[src/rtl/dlfloat16_pkg.sv]
// ---------------------------------------------------------------------------
// dlfloat16_pkg
// Shared definitions for the DLFloat16 FPU units.
//   Field widths and bias of the DLFloat16 format (sign[15], exp[14:9],
//   mant[8:0]), special encodings, exception-flag bit positions, FPU opcodes
//   and the FSM state type of the multi-cycle squarer.
// No ports (package).
// ---------------------------------------------------------------------------
package dlfloat16_pkg;

  localparam int EXP_W  = 6;
  localparam int MANT_W = 9;
  localparam int BIAS   = 31;

  // DLFloat16 has no infinities: all-ones exponent and mantissa is NaN, and
  // the largest finite value is one ULP below it.
  localparam logic [15:0] DL_NAN    = 16'hFFFF;
  localparam logic [15:0] DL_MAXPOS = 16'h7FFE;
  localparam logic [15:0] DL_ZERO   = 16'h0000;

  // Bit positions inside the 5-bit exception vector
  // {invalid, inexact, overflow, underflow, div_zero}.
  localparam int FLG_INV = 4;
  localparam int FLG_INX = 3;
  localparam int FLG_OVF = 2;
  localparam int FLG_UNF = 1;
  localparam int FLG_DZ  = 0;

  localparam logic [3:0] OP_SQRT   = 4'b0100;
  localparam logic [3:0] OP_SQUARE = 4'b0101;

  typedef enum logic [1:0] {
    ST_IDLE = 2'd0,
    ST_MUL  = 2'd1,
    ST_RND  = 2'd2
  } sq_state_t;

endpackage

[src/rtl/dlfloat16_square_if.sv]
// ---------------------------------------------------------------------------
// dlfloat16_square_if
// Opcode / handshake / result bundle between the FPU top and the squarer.
//   ena             opcode from the FPU top
//   start           request pulse
//   dl_in           DLFloat16 operand
//   busy            operation in flight
//   done            one-cycle result-valid pulse
//   dl_out_fin      {16'b0, result}
//   exception_flags {invalid, inexact, overflow, underflow, div_zero}
// master: FPU top side. slave: squarer side.
// ---------------------------------------------------------------------------
interface dlfloat16_square_if;

  logic [3:0]  ena;
  logic        start;
  logic [15:0] dl_in;
  logic        busy;
  logic        done;
  logic [31:0] dl_out_fin;
  logic [4:0]  exception_flags;

  modport master (
    output ena, start, dl_in,
    input  busy, done, dl_out_fin, exception_flags
  );

  modport slave (
    input  ena, start, dl_in,
    output busy, done, dl_out_fin, exception_flags
  );

endinterface

[src/rtl/dlfloat16_round_pack.sv]
// ---------------------------------------------------------------------------
// dlfloat16_round_pack
// Combinational normalise / round / pack stage for DLFloat16 results.
//   product   in  20  unsigned significand product, leading 1 at bit 19 or 18
//   exp_in    in   8  signed biased exponent assuming the leading 1 at bit 18
//   result    out 16  packed positive DLFloat16 result
//   overflow  out  1  result saturated to the largest finite value
//   underflow out  1  result flushed to zero
//   inexact   out  1  some discarded bit was nonzero (or saturate/flush)
// Rounding is round-to-nearest, ties-to-even, using guard plus sticky.
// ---------------------------------------------------------------------------
module dlfloat16_round_pack
  import dlfloat16_pkg::*;
(
  input  logic [19:0]       product,
  input  logic signed [7:0] exp_in,
  output logic [15:0]       result,
  output logic              overflow,
  output logic              underflow,
  output logic              inexact
);

  logic [8:0]        mant_t;
  logic              guard;
  logic              sticky;
  logic              round_up;
  logic [9:0]        mant_sum;
  logic [8:0]        mant_f;
  logic signed [7:0] exp_n;
  logic signed [7:0] exp_f;

  always_comb begin
    mant_t = product[17:9];
    guard  = product[8];
    sticky = |product[7:0];
    exp_n  = exp_in;
    // A product in [2,4) carries its leading 1 one place higher.
    if (product[19]) begin
      mant_t = product[18:10];
      guard  = product[9];
      sticky = |product[8:0];
      exp_n  = exp_in + 8'sd1;
    end

    round_up = guard & (sticky | mant_t[0]);
    mant_sum = {1'b0, mant_t} + {9'b0, round_up};
    // A carry out of the mantissa leaves the low 9 bits at zero already,
    // so only the exponent needs bumping.
    mant_f   = mant_sum[8:0];
    exp_f    = mant_sum[9] ? exp_n + 8'sd1 : exp_n;

    result    = {1'b0, exp_f[5:0], mant_f};
    overflow  = 1'b0;
    underflow = 1'b0;
    inexact   = guard | sticky;

    // Exponent 63 with an all-ones mantissa is the NaN pattern, so it
    // saturates like any larger exponent.
    if (exp_f > 8'sd63 || (exp_f == 8'sd63 && mant_f == 9'h1FF)) begin
      result   = DL_MAXPOS;
      overflow = 1'b1;
      inexact  = 1'b1;
    end else if (exp_f <= 8'sd0) begin
      result    = DL_ZERO;
      underflow = 1'b1;
      inexact   = 1'b1;
    end
  end

endmodule

[src/rtl/dlfloat16_square.sv]
// ---------------------------------------------------------------------------
// dlfloat16_square
// Multi-cycle DLFloat16 squarer (dl_in * dl_in) for the FPU.
//   clk    in  clock
//   rst_n  in  asynchronous active-low reset
//   bus    slave modport of dlfloat16_square_if:
//            ena/start/dl_in in, busy/done/dl_out_fin/exception_flags out
// Accepts start in IDLE when ena==OPCODE, forms the 10x10 significand
// product over 10 shift-add steps, then rounds and packs in one more cycle.
// done pulses 11 clocks after start is sampled, for every operand.
// ---------------------------------------------------------------------------
module dlfloat16_square #(
  parameter logic [3:0] OPCODE = dlfloat16_pkg::OP_SQUARE,
  parameter int         BIAS   = dlfloat16_pkg::BIAS
) (
  input  logic               clk,
  input  logic               rst_n,
  dlfloat16_square_if.slave  bus
);

  dlfloat16_pkg::sq_state_t state;
  dlfloat16_pkg::sq_state_t next_state;

  logic              load;
  logic              step;
  logic              finish;

  // The sign of a square is always positive, so only the magnitude is kept.
  logic [14:0]       op_mag;
  logic [9:0]        sig;
  logic [19:0]       acc;
  logic [3:0]        cnt;
  logic [19:0]       partial;

  logic              done_q;
  logic [15:0]       result_q;
  logic [4:0]        flags_q;

  logic signed [7:0] exp_sq;
  logic [15:0]       rp_result;
  logic              rp_overflow;
  logic              rp_underflow;
  logic              rp_inexact;
  logic              is_nan;
  logic              is_zero;
  logic [15:0]       res_next;
  logic [4:0]        flg_next;

  // State register.
  always_ff @(posedge clk or negedge rst_n) begin
    if (!rst_n) state <= dlfloat16_pkg::ST_IDLE;
    else        state <= next_state;
  end

  // Next-state logic and the per-state datapath strobes.
  always_comb begin
    next_state = state;
    load       = 1'b0;
    step       = 1'b0;
    finish     = 1'b0;
    case (state)
      dlfloat16_pkg::ST_IDLE: begin
        if (bus.start && bus.ena == OPCODE) begin
          load       = 1'b1;
          next_state = dlfloat16_pkg::ST_MUL;
        end
      end
      dlfloat16_pkg::ST_MUL: begin
        step = 1'b1;
        if (cnt == 4'd9) next_state = dlfloat16_pkg::ST_RND;
      end
      dlfloat16_pkg::ST_RND: begin
        finish     = 1'b1;
        next_state = dlfloat16_pkg::ST_IDLE;
      end
      default: next_state = dlfloat16_pkg::ST_IDLE;
    endcase
  end

  assign partial = {10'b0, sig} << cnt;

  // 2*exp - BIAS, the biased exponent of the square before normalisation.
  assign exp_sq  = signed'({1'b0, op_mag[14:9], 1'b0}) - 8'(BIAS);
  assign is_nan  = (op_mag == 15'h7FFF);
  assign is_zero = (op_mag[14:9] == 6'd0);

  dlfloat16_round_pack u_round_pack (
    .product   (acc),
    .exp_in    (exp_sq),
    .result    (rp_result),
    .overflow  (rp_overflow),
    .underflow (rp_underflow),
    .inexact   (rp_inexact)
  );

  // Special operands override the arithmetic path; zero and denormal
  // inputs are flushed to an exact zero.
  always_comb begin
    res_next = rp_result;
    flg_next = '0;
    if (is_nan) begin
      res_next                         = dlfloat16_pkg::DL_NAN;
      flg_next[dlfloat16_pkg::FLG_INV] = 1'b1;
    end else if (is_zero) begin
      res_next = dlfloat16_pkg::DL_ZERO;
    end else begin
      flg_next[dlfloat16_pkg::FLG_INX] = rp_inexact;
      flg_next[dlfloat16_pkg::FLG_OVF] = rp_overflow;
      flg_next[dlfloat16_pkg::FLG_UNF] = rp_underflow;
    end
  end

  // Operand latch, shift-add multiplier and registered outputs.
  always_ff @(posedge clk or negedge rst_n) begin
    if (!rst_n) begin
      op_mag   <= '0;
      sig      <= '0;
      acc      <= '0;
      cnt      <= '0;
      done_q   <= 1'b0;
      result_q <= '0;
      flags_q  <= '0;
    end else begin
      done_q <= 1'b0;
      if (load) begin
        op_mag <= bus.dl_in[14:0];
        sig    <= {1'b1, bus.dl_in[8:0]};
        acc    <= '0;
        cnt    <= '0;
      end
      if (step) begin
        if (sig[cnt]) acc <= acc + partial;
        cnt <= cnt + 4'd1;
      end
      if (finish) begin
        result_q <= res_next;
        flags_q  <= flg_next;
        done_q   <= 1'b1;
      end
    end
  end

  assign bus.busy            = (state != dlfloat16_pkg::ST_IDLE);
  assign bus.done            = done_q;
  assign bus.dl_out_fin      = {16'b0, result_q};
  assign bus.exception_flags = flags_q;

endmodule

[src/flat_wrapper.sv]
// flat-port wrapper written by rule: the top's interface ports become plain ports
module dlfloat16_square_flat 
#(
  parameter logic [3:0] OPCODE = dlfloat16_pkg::OP_SQUARE,
  parameter int         BIAS   = dlfloat16_pkg::BIAS
)
  (clk, rst_n, bus_ena, bus_start, bus_dl_in, bus_busy, bus_done, bus_dl_out_fin, bus_exception_flags);
  dlfloat16_square_if bus_i ();
  input  logic clk;
  input  logic rst_n;
  input wire logic [$bits(bus_i.ena)-1:0] bus_ena;
  input wire logic [$bits(bus_i.start)-1:0] bus_start;
  input wire logic [$bits(bus_i.dl_in)-1:0] bus_dl_in;
  output wire logic [$bits(bus_i.busy)-1:0] bus_busy;
  output wire logic [$bits(bus_i.done)-1:0] bus_done;
  output wire logic [$bits(bus_i.dl_out_fin)-1:0] bus_dl_out_fin;
  output wire logic [$bits(bus_i.exception_flags)-1:0] bus_exception_flags;
  assign bus_i.ena = bus_ena;
  assign bus_i.start = bus_start;
  assign bus_i.dl_in = bus_dl_in;
  assign bus_busy = bus_i.busy;
  assign bus_done = bus_i.done;
  assign bus_dl_out_fin = bus_i.dl_out_fin;
  assign bus_exception_flags = bus_i.exception_flags;
  dlfloat16_square #(.OPCODE(OPCODE), .BIAS(BIAS)) u_core (.clk(clk), .rst_n(rst_n), .bus(bus_i));
endmodule
[config.mk]
export PLATFORM = sky130hd
export DESIGN_NAME = dlfloat16_square_flat
export DESIGN_NICKNAME = d
export VERILOG_FILES = /design/src/rtl/dlfloat16_pkg.sv /design/src/rtl/dlfloat16_square_if.sv /design/src/rtl/dlfloat16_round_pack.sv /design/src/rtl/dlfloat16_square.sv /design/src/flat_wrapper.sv
export SDC_FILE = /design/constraint.sdc
export NUM_CORES = 1
export LEC_CHECK = 0
export BUFFER_PORTS_ARGS = -buffer_cell sky130_fd_sc_hd__buf_2
export CAP_MARGIN = 20
export CORE_ASPECT_RATIO = 0.9
export CORE_MARGIN = 5
export CORE_UTILIZATION = 25
export DETAILED_ROUTE_END_ITERATION = 8
export PLACE_DENSITY = 0.51
export SLEW_MARGIN = 20
export SYNTH_ARGS = -nofsm -noshare
export SYNTH_HDL_FRONTEND = slang
export SYNTH_SLANG_ARGS = --single-unit
[constraint.sdc]
create_clock -name clk -period 4.7 [get_ports clk]
set_input_delay 0.94 -clock clk [delete_from_list [all_inputs] [get_ports clk]]
set_output_delay 0.94 -clock clk [all_outputs]
set_load 0.1 [all_outputs]
== After elaboration in Yosys (flattened, before gate mapping) ==
Cells that the tools add are included.
Storage, ports and cells
  output and inout port bits: 39
  register bits: 72
Operators by class
  bitwise gates (word level): 3
  shift-type cells: 1
  multiplexer cells: 32
  order comparisons: 3
  reductions and logical operators: 10
  $add $sub $neg: 6
  eq/ne operators: 9
Operators by type and width (count)
  $mux W20: 3
  $mux W15: 3
  $add A20 B20 Y20: 1
  $shl A10 B4 Y20: 1
  $add A8 B2 Y8 const B: 2
  $mux W16: 1
  $mux W8: 2
  $eq A15 B15 Y1 const B: 1
  $mux W1: 14
  $add A9 B1 Y10: 1
  $eq A9 B9 Y1 const B: 1
  $mux W9: 1
  $reduce_or A9 Y1: 1
  $eq A8 B7 Y1 const B: 1
  $gt A8 B7 Y1 const B: 1
  $le A8 B1 Y1 const B: 1
  $mux W4: 2
  $reduce_or A8 Y1: 1
  $sub A7 B5 Y8 const B: 1
  $logic_not A6 Y1: 1
  $mux W3: 2
  $lt A4 B5 Y1 const B: 1
  $add A4 B1 Y4 const B: 1
  $bmux W1 S4: 1
  other kinds (14): 19

== Depth between registers and ports, before layout ==
Gate-level depths: netlist (run 1).
  depth after elaboration: 12
  gate-level depth with buffers: 16

== By module ==
From an unflattened synthesis (run 1), not the netlist that was laid out.
Unflattened totals
  cell total of the unflattened synthesis: 642
  area total of the unflattened synthesis: 5596.6 sq um
By module, submodules not included
  dlfloat16_square: area an instance 4239.1 sq um, cells each 468, instances 1
  dlfloat16_round_pack: area an instance 1357.6 sq um, cells each 174, instances 1

== Worst setup path before layout (run 1) ==
No wires, ideal clock.
  path type: register to register
  from: register u_core.cnt[0]
  to: register u_core.acc[18]
  period minus slack after synthesis: 3762 ps
  cell stages (with the launch flop): 17
  path buffers: 3
  library setup time: 133 ps
  arrival time: 3629 ps
  setup slack: 938 ps
  path through: dfrtp_1 clkbuf_1 clkbuf_1 clkbuf_1 a21oi_1 nand2_1 o21ai_0 and2_1 ha_1 a21o_1 a21oi_1 o211ai_1 a311oi_1 nor2_1 a2111oi_0 xor2_1 o21ai_0
On the way
  longest elaborated chain between the ends: 4
  elaborated cells on any way between the ends: 6
  those cells by class: add/sub (1); shift (1); mux (4)
RTL lines
  from (decl): line dlfloat16_square.sv:32  | logic [3:0] cnt;
  from (signal assigned): line dlfloat16_square.sv:133  | cnt <= cnt + 4'd1;
  $shl A10 B4 Y20 / $bmux W1 S4 (equally long branches): line dlfloat16_square.sv:80, dlfloat16_square.sv:132
  $add A20 B20 Y20 / $mux W1 (equally long branches): line dlfloat16_square.sv:132  | if (sig[cnt]) acc <= acc + partial;
  $mux W20 (*): line dlfloat16_square.sv:132
  $mux W20 (*): line dlfloat16_square.sv:131  | if (step) begin
  to (signal assigned): line dlfloat16_square.sv:132
  to (decl): line dlfloat16_square.sv:31  | logic [19:0] acc;
Every way passes the cells marked *; elsewhere a longest branch is shown, timed or not. The select of a mux whose other input is x is not followed.
A chain may end at the register's enable or synchronous reset.

== Worst setup path after layout (run 1) ==
Ends and elaborated chain as after synthesis.

==> PnR_summary.wiki, run 1 <==
{| class="wikitable"
! Metric !! Value
|-
| Setup violation total in the final timing report || 0
|-
| Layout overhead on the synthesized area || 14.3%
|-
| Number of buffers added for setup after CTS || 0
|-
| Commonest non-fill, non-tap cell in the layout || dfrtp_1
|-
| DP Worst Slack || around 0.57 ns
|-
| Kind of start point of the critical path || register
|-
| Critical path class || reg -> reg
|-
| Sequential power share || roughly 26%
|-
| Final instance area || 5500 um^2
|-
| GRT Max-Usage Layer || met2
|-
| Flip-flop and latch count after synthesis || 62
|-
| Endpoint arrival time on the critical path || 4.34 ns
|-
| Required time reported for the critical path endpoint || about 5 ns
|-
| Internal portion of total power || 2.03 mW
|-
| Global Route met2 Usage || 16.9%
|-
| First-iteration detailed-routing DRC count || 187
|-
| Average wire per cell in the routed design || approximately 14 um
|-
| Largest net degree at the start of global routing || 43
|-
| Reg-to-reg setup timing slack || 0.55 ns
|-
| Total wire length || around 12,000 um
|-
| Horiz. Die Dim || 156 um
|-
| Synth Instances || approximately 530
|-
| GR Util met3 || 2.84%
|-
| Sink Count || 62
|-
| Dpl hpwl || 9190 um
|-
| FMAX || 0.241 GHz
|-
| Via total after detailed routing || 3,983
|-
| Total core area || 19,000 um^2
|-
| Cts-stage hold buffer count || 0
|-
| Endpoint of the worst register-to-register path || u_core.acc[18]
|-
| Total of warnings raised by yosys || 0
|-
| Proportion of power drawn by the clock network || 16.0%
|-
| Synthesized area per cell || about 9 um^2
|-
| Via count normalized by instance count || slightly below 5
|-
| Launch point of the critical path || u_core.cnt[0]
|-
| Std cell rows || 48
|-
| Capturing element of the worst setup path || u_core.acc[18]
|-
| Post-Place Cell Area || between 5000 and 6000 um^2
|-
| # IOs || 62
|-
| Worst-case setup margin in the final layout || 0.552 ns
|-
| Setup repair after global routing missed its margin || false
|-
| Number of enable-type register cells in the synthesized netlist || 0
|-
| Worst vdd rail ir drop || around 0.26 mV
|-
| Portion of the post-synthesis area used by sequential elements || between 30% and 40%
|-
| Initial antenna violation count || 0
|-
| Period Utilization, post-route || 88.2%
|-
| Cell area power density || roughly 750 nW/um^2
|-
| Total Routing Usage GR || 10.7%
|-
| Y dimension of the die || 142 um
|-
| Slew of the pin with the lowest slew margin || 0.883 ns
|-
| Latest clock arrival within the worst-skew pair || 0.33 ns
|-
| Kind of end point of the critical path || register
|-
| Count of input and output buffers || 43
|-
| WHS || 0.477 ns
|-
| Final RePlAce weighted congestion || slightly below 0.9
|-
| Clk Tree Root Cell || clkbuf_16
|-
| Path depth of the worst reg2reg path || 14
|-
| Antenna diode instance count || 0
|-
| Share of async-settable or async-resettable flops after synthesis || 100%
|-
| Setup TNS Final || 0 ns
|-
| Post-cts resize count || 0
|-
| Area of combinational cells with multiple inputs || 2990 um^2
|-
| Antenna Nets Post-Route || 0
|-
| Most frequent cells in the layout || 62 x dfrtp_1, 43 x buf_2, 40 x o21ai_0
|-
| Portion of total power attributed to combinational logic || 58.5%
|-
| Setup skew after layout || slightly below 0.007 ns
|-
| Worst rel slew slack || 40.6%
|-
| M1 GR Usage || 15.0%
|-
| Worst reg2reg path startpoint || u_core.cnt[0]
|-
| Area of the die || 22,100 um^2
|-
| Number of fillers in the final layout || 2,009
|-
| Switching power || 2.11 mW
|-
| Maximum capacitance violations || 0
|-
| Count of final hold-check violations || 0
|-
| Outcome || complete, no violations
|-
| Register clock-pin slew on the reported worst setup and hold paths || 0.05 ns
|-
| Global-route wire length before repair || 19,700 um
|-
| Fraction of power spent switching nets || 50.9%
|-
| Number of slew-limit violations in the final report || 0
|-
| Congestion Overflow GR || 0
|-
| Sequential cell area || 1550 um^2
|-
| Starting density of the core || about a quarter
|-
| Hold Startpoint || u_core.bus.exception_flags[1]
|-
| Fraction of final layout cells with drive strength greater than 1 || between 10% and 20%
|-
| Clock buffer count from CTS || 9
|-
| Vias in the first global route || 3,897
|-
| Number of unique standard cell types used by synthesis || 62
|-
| Kind of path behind the tightest hold check || reg -> reg
|-
| DR DRC count || 0
|-
| CTS tree || done
|-
| Cell area after synthesis || about 4800 um^2
|-
| Initial DRT Pass Iterations || 4
|-
| Most used flip-flop cell after synthesis || dfrtp_1
|-
| Worst-case clock buffer depth || 2
|-
| CTS H-Tree Depth || 3
|-
| Min Tclk post-route || 4.15 ns
|-
| Crit-path max FO || 26
|-
| Post-layout nets || 611
|-
| Standby leakage power || 2.47 nW
|}
==> cells by family after synthesis <==
group	synth area share, %
compound gates	17.7
xor+xnor	6.37
fa+ha+maj	7.18
buf+inv	6.94
flops	32.2
mux	10.9
other cells	0.0779
simple gates	18.6
==> critical path, cell delays in order (launching register included) <==
cell and delay, ns:
dfrtp_1 0.91, mux2_2 0.42, nand2_1 0.12, nor2_1 0.05
a21oi_1 0.14, o22ai_1 0.13, ha_1 0.37, a21oi_1 0.22
o21bai_1 0.09, a21o_1 0.20, a311oi_1 0.50, nor2_1 0.10
a2111oi_0 0.50, xor2_1 0.18, o21ai_0 0.08
==> how the worst min path moves through the flow <==
stage,slack (ns),cells past startpoint,to
after floorplan,0.50,2,u_core.acc[0]
after global placement,0.46,2,u_core.bus.exception_flags[1]
after detailed placement,0.47,2,u_core.bus.exception_flags[1]
after CTS,0.48,2,u_core.bus.exception_flags[1]
after global routing,0.53,2,u_core.bus.exception_flags[1]
final,0.48,2,u_core.bus.exception_flags[1]
==> area by class of cell <==
| type | instances | share of cell area (%) |
|---|---|---|
| multi-input cells | 419 | 54.4 |
| flip-flops and latches | 62 | 28.2 |
| well taps | 250 | 5.69 |
| repair buffers | 51 | 5.01 |
| clock buffers | 12 | 4.66 |
| inverters | 18 | 1.23 |
| clock inverters | 3 | 0.796 |
==> per-layer routing <==
metal  vias up  routed length, um
met1      1928               5730
met2        67               5340
li1       1979                  -
met4         0                123
met5         -                  0
met3         9                538
==> flip-flops by register name (all words and copies together) (netlist names) <==
name                        count
u_core.bus.done                 1
u_core.cnt                      4
u_core.state                    2
u_core.sig                     10
u_core.bus.exception_flags      3
u_core.acc                     20
u_core.op_mag                   6
u_core.result_q                16
==> Yosys cell counts, drive strengths merged, types with 2 or more instances <==
library cell	instances	area, um^2
nor2b	8	50.1
mux2i	23	230
nand2b	14	87.6
a211oi	3	22.5
and3	2	12.5
o21ai	40	200
ha	26	325
or4	4	30.0
nor4b	2	17.5
buf	26	179
nor3	11	60.1
xnor2	21	184
xor2	14	123
o31ai	3	22.5
o2111ai	2	17.5
nand4	13	81.3
nand3b	3	22.5
and2	9	56.3
a21o	9	68.8
o22ai	2	12.5
a221o	15	150
clkbuf	23	87.6
a311oi	2	17.5
dfrtp	62	1550
a32oi	2	17.5
nand3	30	150
nand2	36	135
inv	18	67.6
a31o	3	26.3
o21bai	3	22.5
nor4	7	58.8
nor3b	3	22.5
o21a	2	15.0
a31oi	4	25.0
a21oi	19	95.1
nor2	21	81.3
a21boi	2	15.0
mux2	24	270
o211ai	7	52.6
==> power groups by stage <==
stage | clock network, mW | registers, mW | logic, mW
2_1_floorplan | 0 | 1.33 | 1.65
3_3_place_gp | 0 | 1.05 | 2.38
3_5_place_dp | 0 | 1.07 | 2.42
4_1_cts | 0.681 | 1.06 | 2.43
5_1_grt | 0.702 | 1.10 | 2.67
6_report | 0.663 | 1.06 | 2.42
==> stage by stage <==
stage	total power [mW]	std cells	utilization (%)
global placement	3.43	800	27.3
global route	4.47	815	28.9
detailed placement	3.49	800	27.3
floorplan	2.98	548	-
finish	4.14	815	28.9
CTS	4.17	815	28.9
Note: power is estimated with default switching activity, not from simulation.
==> run 2, diff against run 1 <==
--- a/config.mk
+++ b/config.mk
@@ -6,7 +6,6 @@
 export NUM_CORES = 1
 export LEC_CHECK = 0
 export BUFFER_PORTS_ARGS = -buffer_cell sky130_fd_sc_hd__buf_2
-export CAP_MARGIN = 20
 export CORE_ASPECT_RATIO = 0.9
 export CORE_MARGIN = 5
 export CORE_UTILIZATION = 25
@@ -15,4 +14,5 @@
 export SLEW_MARGIN = 20
 export SYNTH_ARGS = -nofsm -noshare
 export SYNTH_HDL_FRONTEND = slang
+export SYNTH_HIERARCHICAL = 1
 export SYNTH_SLANG_ARGS = --single-unit
==> run 2 against run 1 <==
Compared with the run above: cell area is 14% higher; utilization down 0.74 points; sequential power grew 4%; synthesized area grew 16%; flip-flop and latch count up 1; synthesized cell count rose by 21%; combinational power rose by 26%; clock power rose by 12%; clock skew rose by 0.0012 ns; worst setup slack gained 0.49 ns; largest cell class unchanged.
==> PnR_summary.wiki, run 2 <==
{| class="wikitable"
! Metric !! Value
|-
| Outcome || complete, no violations
|-
| Portion of the post-synthesis area used by sequential elements || 28.2% (-4.1 points)
|-
| Clk Tree Root Cell || clkbuf_16
|-
| Min Tclk post-route || 3.66 ns (-0.492 ns)
|-
| Crit-path max FO || 13 (-50%)
|-
| Congestion Overflow GR || 0 (unchanged)
|-
| Cts-stage hold buffer count || 0 (unchanged)
|-
| Number of slew-limit violations in the final report || 0 (unchanged)
|-
| Slew of the pin with the lowest slew margin || 0.829 ns (-0.0535 ns)
|-
| Kind of start point of the critical path || register
|-
| Worst vdd rail ir drop || 0.338 mV (+32%)
|-
| Number of buffers and inverters on the critical path || 0 (unchanged)
|-
| Standard cell with the maximum stage delay on the critical path || dfrtp_1
|-
| Cells along the critical path || mux2_2 > nand2_1 > o21ai_0 > mux2i_1 > o22ai_1 > ha_1 > a211oi_1 > nor2_1 > o31ai_1 > a31oi_1 > o21a_1 > o31ai_2
|-
| Period Utilization, post-route || 77.8% (-10 points)
|-
| First-iteration detailed-routing DRC count || 246 (+32%)
|-
| Reg-to-reg setup timing slack || 1.04 ns (+0.49 ns)
|-
| Cell with the most instances after synthesis || dfrtp_1
|-
| Total core area || 22,300 um^2 (+17%)
|-
| Worst-case clock buffer depth || 2 (unchanged)
|-
| Synth Instances || 642 (+21%)
|-
| Via count normalized by instance count || 4.84 (-1.0%)
|-
| Post-Place Cell Area || 5940 um^2 (+14%)
|-
| CTS tree || done
|-
| Count of input and output buffers || 43 (unchanged)
|-
| Count of final hold-check violations || 0 (unchanged)
|-
| Critical path class || reg -> reg
|-
| Cell area power density || 783 nW/um^2 (+4.0%)
|-
| Number of enable-type register cells in the synthesized netlist || 0 (unchanged)
|-
| Overall power || 4.90 mW (+18%)
|-
| Endpoint arrival time on the critical path || 3.91 ns (-0.43 ns)
|-
| Standby leakage power || 2.71 nW (+9.5%)
|-
| Most used flip-flop cell after synthesis || dfrtp_1
|-
| Number of buffers added for setup after CTS || 0 (unchanged)
|-
| Family with the most delay on the worst path || compound AO/OA/AOI/OAI gates
|-
| Synth top area cells || dfrtp_1 28%, ha_1 5.6%, mux2_2 4.6%, nand2_1 4.0%, a21oi_1 3.7%
|-
| Layout overhead on the synthesized area || 11.9%
|-
| Setup TNS Final || 0 ns (unchanged)
|-
| Top cells by count, synth || 63 x dfrtp_1, 59 x nand2_1, 44 x nor2_1, 41 x a21oi_1, 38 x nand3_1
|-
| FMAX || 0.274 GHz (+13%)
|-
| Most flops, register || u_core/acc
|-
| Antenna Nets Post-Route || 0 (unchanged)
|-
| Y dimension of the die || 152 um (+7.3%)
|-
| Cell area after synthesis || 5600 um^2 (+16%)
|-
| Kind of path behind the tightest hold check || reg -> reg
|-
| Largest net degree at the start of global routing || 42 (-2.3%)
|-
| Std cell rows || 52 (+8.3%)
|-
| Share of async-settable or async-resettable flops after synthesis || 100% (unchanged)
|-
| Via total after detailed routing || 4,706 (+18%)
|-
| Setup repair after global routing missed its margin || false
|-
| Register clock-pin slew on the reported worst setup and hold paths || 0.06 ns (about the same)
|-
| Most frequent cells in the layout || 63 x dfrtp_1, 59 x nand2_1, 44 x nor2_1
|-
| Commonest non-fill, non-tap cell in the layout || dfrtp_1
|-
| # IOs || 62 (unchanged)
|-
| Post-layout nets || 720 (+18%)
|-
| Post-cts resize count || 0 (unchanged)
|-
| Final RePlAce weighted congestion || 0.812 (-8.1%)
|-
| Fraction of final layout cells with drive strength greater than 1 || 17.3% (-0.21 points)
|-
| Synthesized area per cell || 8.72 um^2 (-3.6%)
|-
| Total of warnings raised by yosys || 6 (+6)
|-
| DR DRC count || 0 (unchanged)
|-
| Maximum capacitance violations || 0 (unchanged)
|-
| Flip-flop and latch count after synthesis || 63 (+1.6%)
|-
| Dpl hpwl || 10,900 um (+19%)
|-
| Flip-flop count of the largest register after layout || 20 (unchanged)
|-
| Total Routing Usage GR || 11.5% (+0.80 points)
|-
| Area of the die || 25,500 um^2 (+15%)
|-
| Clock buffer count from CTS || 9 (unchanged)
|-
| Largest registers in the final layout || u_core/acc: 20 flops, u_core/result_q: 16 flops, u_core/op_mag: 15 flops
|-
| Setup violation total in the final timing report || 0 (unchanged)
|-
| Initial antenna violation count || 0 (unchanged)
|-
| Latest clock arrival within the worst-skew pair || 0.35 ns (+0.02 ns)
|-
| Final instance area || 6260 um^2 (+14%)
|-
| Total wire length || 14,500 um (+24%)
|-
| Horiz. Die Dim || 168 um (+7.4%)
|-
| Cell type contributing the most total cell area after synthesis || dfrtp_1
|-
| CTS H-Tree Depth || 3 (unchanged)
|-
| Sink Count || 63 (+1.6%)
|-
| Vias in the first global route || 4,491 (+15%)
|-
| Antenna diode instance count || 0 (unchanged)
|-
| Initial DRT Pass Iterations || 4 (unchanged)
|-
| Starting density of the core || 25.2% (-0.12 points)
|-
| CP max stage delay || 0.64 ns (-0.27 ns)
|-
| Global-route wire length before repair || 24,300 um (+24%)
|-
| Worst rel slew slack || 44.2% (+3.6 points)
|-
| Kind of end point of the critical path || register
|-
| Required time reported for the critical path endpoint || 4.95 ns (+0.05 ns)
|-
| Yosys top cell area share || 28.2% (-4.1 points)
|-
| Setup skew after layout || 0.00807 ns (+0.00124 ns)
|-
| Number of unique standard cell types used by synthesis || 86 (+39%)
|-
| Average wire per cell in the routed design || 14.9 um (+3.5%)
|}
run 2: changes by cell type after synthesis, moves of 5 or more:
cell / previous run / this run
nor2_1: 20 / 44
clkbuf_1: 22 / 12
o21ai_0: 40 / 32
nand2b_1: 14 / 9
buf_2: 2 / 9
nand3_1: 30 / 38
o22ai_1: 2 / 8
nand2_1: 36 / 59
a21oi_1: 19 / 41
a221o_1: 15 / 1
buf_6: 1 / 7
o21a_1: 2 / 7
o2bb2ai_1: 0 / 6
mux2i_1: 23 / 16
run 2: worst min-delay path, cell delays in order (launching register included):
cell	delay, ns
dfrtp_1	0.34
nor2_1	0.05
nor2_1	0.07
run 2: area by class of cell:
class	count	area (um^2)
clock buffer	10	229
clock inverter	6	95.1
fill	2455	16000
inverter	19	73.8
multi-input combinational	528	3650
sequential	63	1580
tap	297	372
timing repair buffer	50	268
run 2: stage by stage:
stage	setup slack, ns	util, %	hold slack [ns]	instances
global placement	1.13	26.7	0.481	957
floorplan	1.59	-	0.471	665
CTS	1.08	28.1	0.502	973
global route	0.759	28.1	0.532	973
finish	1.04	28.1	0.501	973
detailed placement	1.12	26.7	0.487	957
run 2: cell families (layout without fill, tap and decap cells):
logic type | count (synthesis) | after routing | share of synthesized area (%)
flops | 63 | 63 | 28.2
xor+xnor | 37 | 37 | 6.06
buf+inv | 74 | 85 | 8.18
simple gates | 230 | 230 | 21.7
mux | 46 | 46 | 9.97
compound gates | 163 | 163 | 19.7
other cells | 3 | 26 | 0.201
fa+ha+maj | 26 | 26 | 5.95
run 2: path summary, 6_finish.rpt:
kind                                               start                       endpoint  depth (start not counted)
setup / recovery                           u_core/cnt[1]                 u_core/acc[17]                         12
hold / removal             u_core/bus.exception_flags[4]  u_core/bus.exception_flags[4]                          2
setup reg to reg                           u_core/cnt[1]                 u_core/acc[17]                         12
hold reg to reg            u_core/bus.exception_flags[4]  u_core/bus.exception_flags[4]                          2
max in group asynchronous                          rst_n                  u_core/sig[9]                          2
min in group asynchronous                          rst_n            u_core/result_q[12]                          1
run 2: where the power goes:
part           internal (mW)  switching, mW  total [mW]
Sequential             0.746          0.352        1.10
Combinational           1.07           1.99        3.06
Clock                  0.468          0.273       0.741
run 2: per-layer routing:
metal  track usage [%]  vias up  routed length (um)
li1                  -     2379                   -
met1              17.1     2238                7400
met2              17.4       80                6440
met3              2.03        9                 526
met4              2.90        0                 133
met5                 0        -                   0
==> run 3, diff against run 2 <==
==> constraint.sdc (replaced) <==
create_clock -name clk -period 3.5 [get_ports clk]
set_input_delay 0.7 -clock clk [delete_from_list [all_inputs] [get_ports clk]]
set_output_delay 0.7 -clock clk [all_outputs]
set_load 0.1 [all_outputs]
==> run 3 against run 2 <==
Compared with the run above: clock power rose by 14%; power grew 34%; critical path depth is 1 lower; cell area up 1.0%; fmax increased by 12%; sequential share of layout area down 0.21 points; global-route usage about the same; worst hold slack worse by 0.072 ns; routed wire length increased by 1.3%; critical path type unchanged; largest power group unchanged.
==> PnR_summary.wiki, run 3 (synthesis results as in run 2) <==
{| class="wikitable"
! Metric !! Value
|-
| Maximum capacitance violations || 0 (unchanged)
|-
| Commonest non-fill, non-tap cell in the layout || dfrtp_1
|-
| Final instance area || 6320 um^2 (+1.0%)
|-
| Via count normalized by instance count || 4.84 (about the same)
|-
| Kind of path behind the tightest hold check || in -> async
|-
| Standby leakage power || 2.76 nW (+1.7%)
|-
| Cell area power density || 1040 nW/um^2 (+33%)
|-
| Path depth of the worst reg2reg path || 11 (-1)
|-
| Average wire per cell in the routed design || 14.9 um (about the same)
|-
| Met1 WL || 7530 um (+1.6%)
|-
| Number of slew-limit violations in the final report || 0 (unchanged)
|-
| Total length of routed met2 wires || 6410 um (-0.53%)
|-
| Count of input and output buffers || 43 (unchanged)
|-
| Outcome || complete, no violations
|-
| Congestion Overflow GR || 0 (unchanged)
|-
| Setup skew after layout || 0.00684 ns (-0.00123 ns)
|-
| Y dimension of the die || 152 um (unchanged)
|-
| FMAX || 0.306 GHz (+12%)
|-
| Clock buffer count from CTS || 9 (unchanged)
|-
| Final RePlAce weighted congestion || 0.809 (-0.46%)
|-
| Vias in the first global route || 4,497 (+0.13%)
|-
| Slew of the pin with the lowest slew margin || 0.789 ns (-0.0402 ns)
|-
| CTS H-Tree Depth || 3 (unchanged)
|-
| Worst-case clock buffer depth || 2 (unchanged)
|-
| Total wire length || 14,700 um (+1.3%)
|-
| Clk Tree Root Cell || clkbuf_16
|-
| Total core area || 22,300 um^2 (unchanged)
|-
| Endpoint arrival time on the critical path || 3.55 ns (-0.36 ns)
|-
| Initial antenna violation count || 0 (unchanged)
|-
| Antenna diode instance count || 0 (unchanged)
|-
| Via total after detailed routing || 4,770 (+1.4%)
|-
| Starting density of the core || 25.2% (unchanged)
|-
| Count of final hold-check violations || 0 (unchanged)
|-
| Flip-flop count of the largest register after layout || 20 (unchanged)
|-
| Initial DRT Pass Iterations || 4 (unchanged)
|-
| Layout overhead on the synthesized area || 13.0%
|-
| CTS tree || done
|-
| Antenna Nets Post-Route || 0 (unchanged)
|-
| Horiz. Die Dim || 168 um (unchanged)
|-
| Setup violation total in the final timing report || 0 (unchanged)
|-
| Largest registers in the final layout || u_core/acc: 20 flops, u_core/result_q: 16 flops, u_core/op_mag: 15 flops
|-
| DR DRC count || 0 (unchanged)
|-
| Most flops, register || u_core/acc
|-
| Number of buffers added for setup after CTS || 0 (unchanged)
|-
| Area of the die || 25,500 um^2 (unchanged)
|-
| # IOs || 62 (unchanged)
|-
| Post-layout nets || 733 (+1.8%)
|-
| Fraction of final layout cells with drive strength greater than 1 || 19.3% (+2.0 points)
|-
| Total Routing Usage GR || 11.6% (+0.029 points)
|-
| Dpl hpwl || 11,100 um (+2.1%)
|-
| Worst rel slew slack || 47.4% (+3.2 points)
|-
| Global-route wire length before repair || 24,400 um (+0.17%)
|-
| Most frequent cells in the layout || 61 x dfrtp_1, 59 x nand2_1, 44 x nor2_1
|-
| Setup TNS Final || 0 ns (unchanged)
|-
| Setup repair after global routing missed its margin || true
|-
| Largest net degree at the start of global routing || 42 (unchanged)
|-
| Uppermost metal layer occupied by signal nets || met4
|-
| Kind of end point of the critical path || register
|-
| Kind of start point of the critical path || register
|-
| Sink Count || 63 (unchanged)
|-
| Post-Place Cell Area || 6050 um^2 (+1.9%)
|-
| Period Utilization, post-route || 93.5% (+16 points)
|-
| Latest clock arrival within the worst-skew pair || 0.34 ns (about the same)
|-
| Std cell rows || 52 (unchanged)
|-
| Register clock-pin slew on the reported worst setup and hold paths || 0.06 ns (about the same)
|-
| Crit-path max FO || 11 (-2)
|-
| Critical path class || reg -> reg
|-
| Required time reported for the critical path endpoint || 3.78 ns (-1.17 ns)
|-
| Min Tclk post-route || 3.27 ns (-0.384 ns)
|-
| Worst vdd rail ir drop || 0.465 mV (+38%)
|-
| First-iteration detailed-routing DRC count || 362 (+47%)
|-
| Met3 layer wire length in the routed design || 574 um (+9.1%)
|}
-- run 3: what timing repair did --
action | in CTS | in global routing
hold buffers | 0 | 0
resized for setup | 0 | 2
endpoints found under the setup margin | 0 | 5
hold endpoints to repair | 0 | 0
-- run 3: routing by layer --
layer | track usage, % | vias up
li1 | - | 2410
met1 | 17.1 | 2262
met2 | 17.2 | 83
met3 | 2.26 | 15
met4 | 2.94 | 0
met5 | 0 | -
-- run 3: final timing paths --
kind / from / end / slack [ns]
min reg2reg: u_core/bus.exception_flags[4] / u_core/bus.exception_flags[4] / 0.50
min in group clk: u_core/bus.exception_flags[4] / u_core/bus.exception_flags[4] / 0.50
max: u_core/cnt[1] / u_core/acc[18] / 0.23
min: rst_n / u_core/bus.done / 0.43
max in group asynchronous: rst_n / u_core/acc[0] / 2.42
max reg2reg: u_core/cnt[1] / u_core/acc[18] / 0.23
-- run 3: where the power goes --
part	total [mW]	internal (mW)	switching, mW	leakage (nW)
Combinational	4.33	1.54	2.79	1.80
Clock	0.846	0.480	0.366	0.136
Sequential	1.39	1.01	0.386	0.816
-- run 3: area by class of cell --
class	count	area (um^2)
Sequential cell	63	1580
Multi-Input combinational cell	528	3650
Clock inverter	7	48.8
Timing Repair Buffer	63	378
Tap cell	297	372
Fill cell	2449	15900
Clock buffer	9	225
Inverter	19	73.8
-- run 3: stage by stage --
stage	hold WS [ns]	setup slack [ns]	instances	power [mW]	utilization, %
final	0.429	0.228	986	6.57	28.4
after global placement	0.477	0.177	970	5.71	27.2
after global routing	0.507	-0.0308	986	7.10	28.4
after floorplan	0.404	0.393	665	4.83	-
after CTS	0.460	0.161	986	6.59	28.4
after detailed placement	0.490	0.168	970	5.71	27.2
-- run 3: worst max-delay path, cell delays in order, from the launching register on --
cell and delay, ns:
dfrtp_2 0.49, buf_4 0.20, mux2i_1 0.13, o21ai_0 0.36, mux2i_1 0.16, o22ai_1 0.24, ha_1 0.39, a21o_1 0.26
o21ai_0 0.26, a31oi_1 0.15, or4_1 0.49, nand3_1 0.09
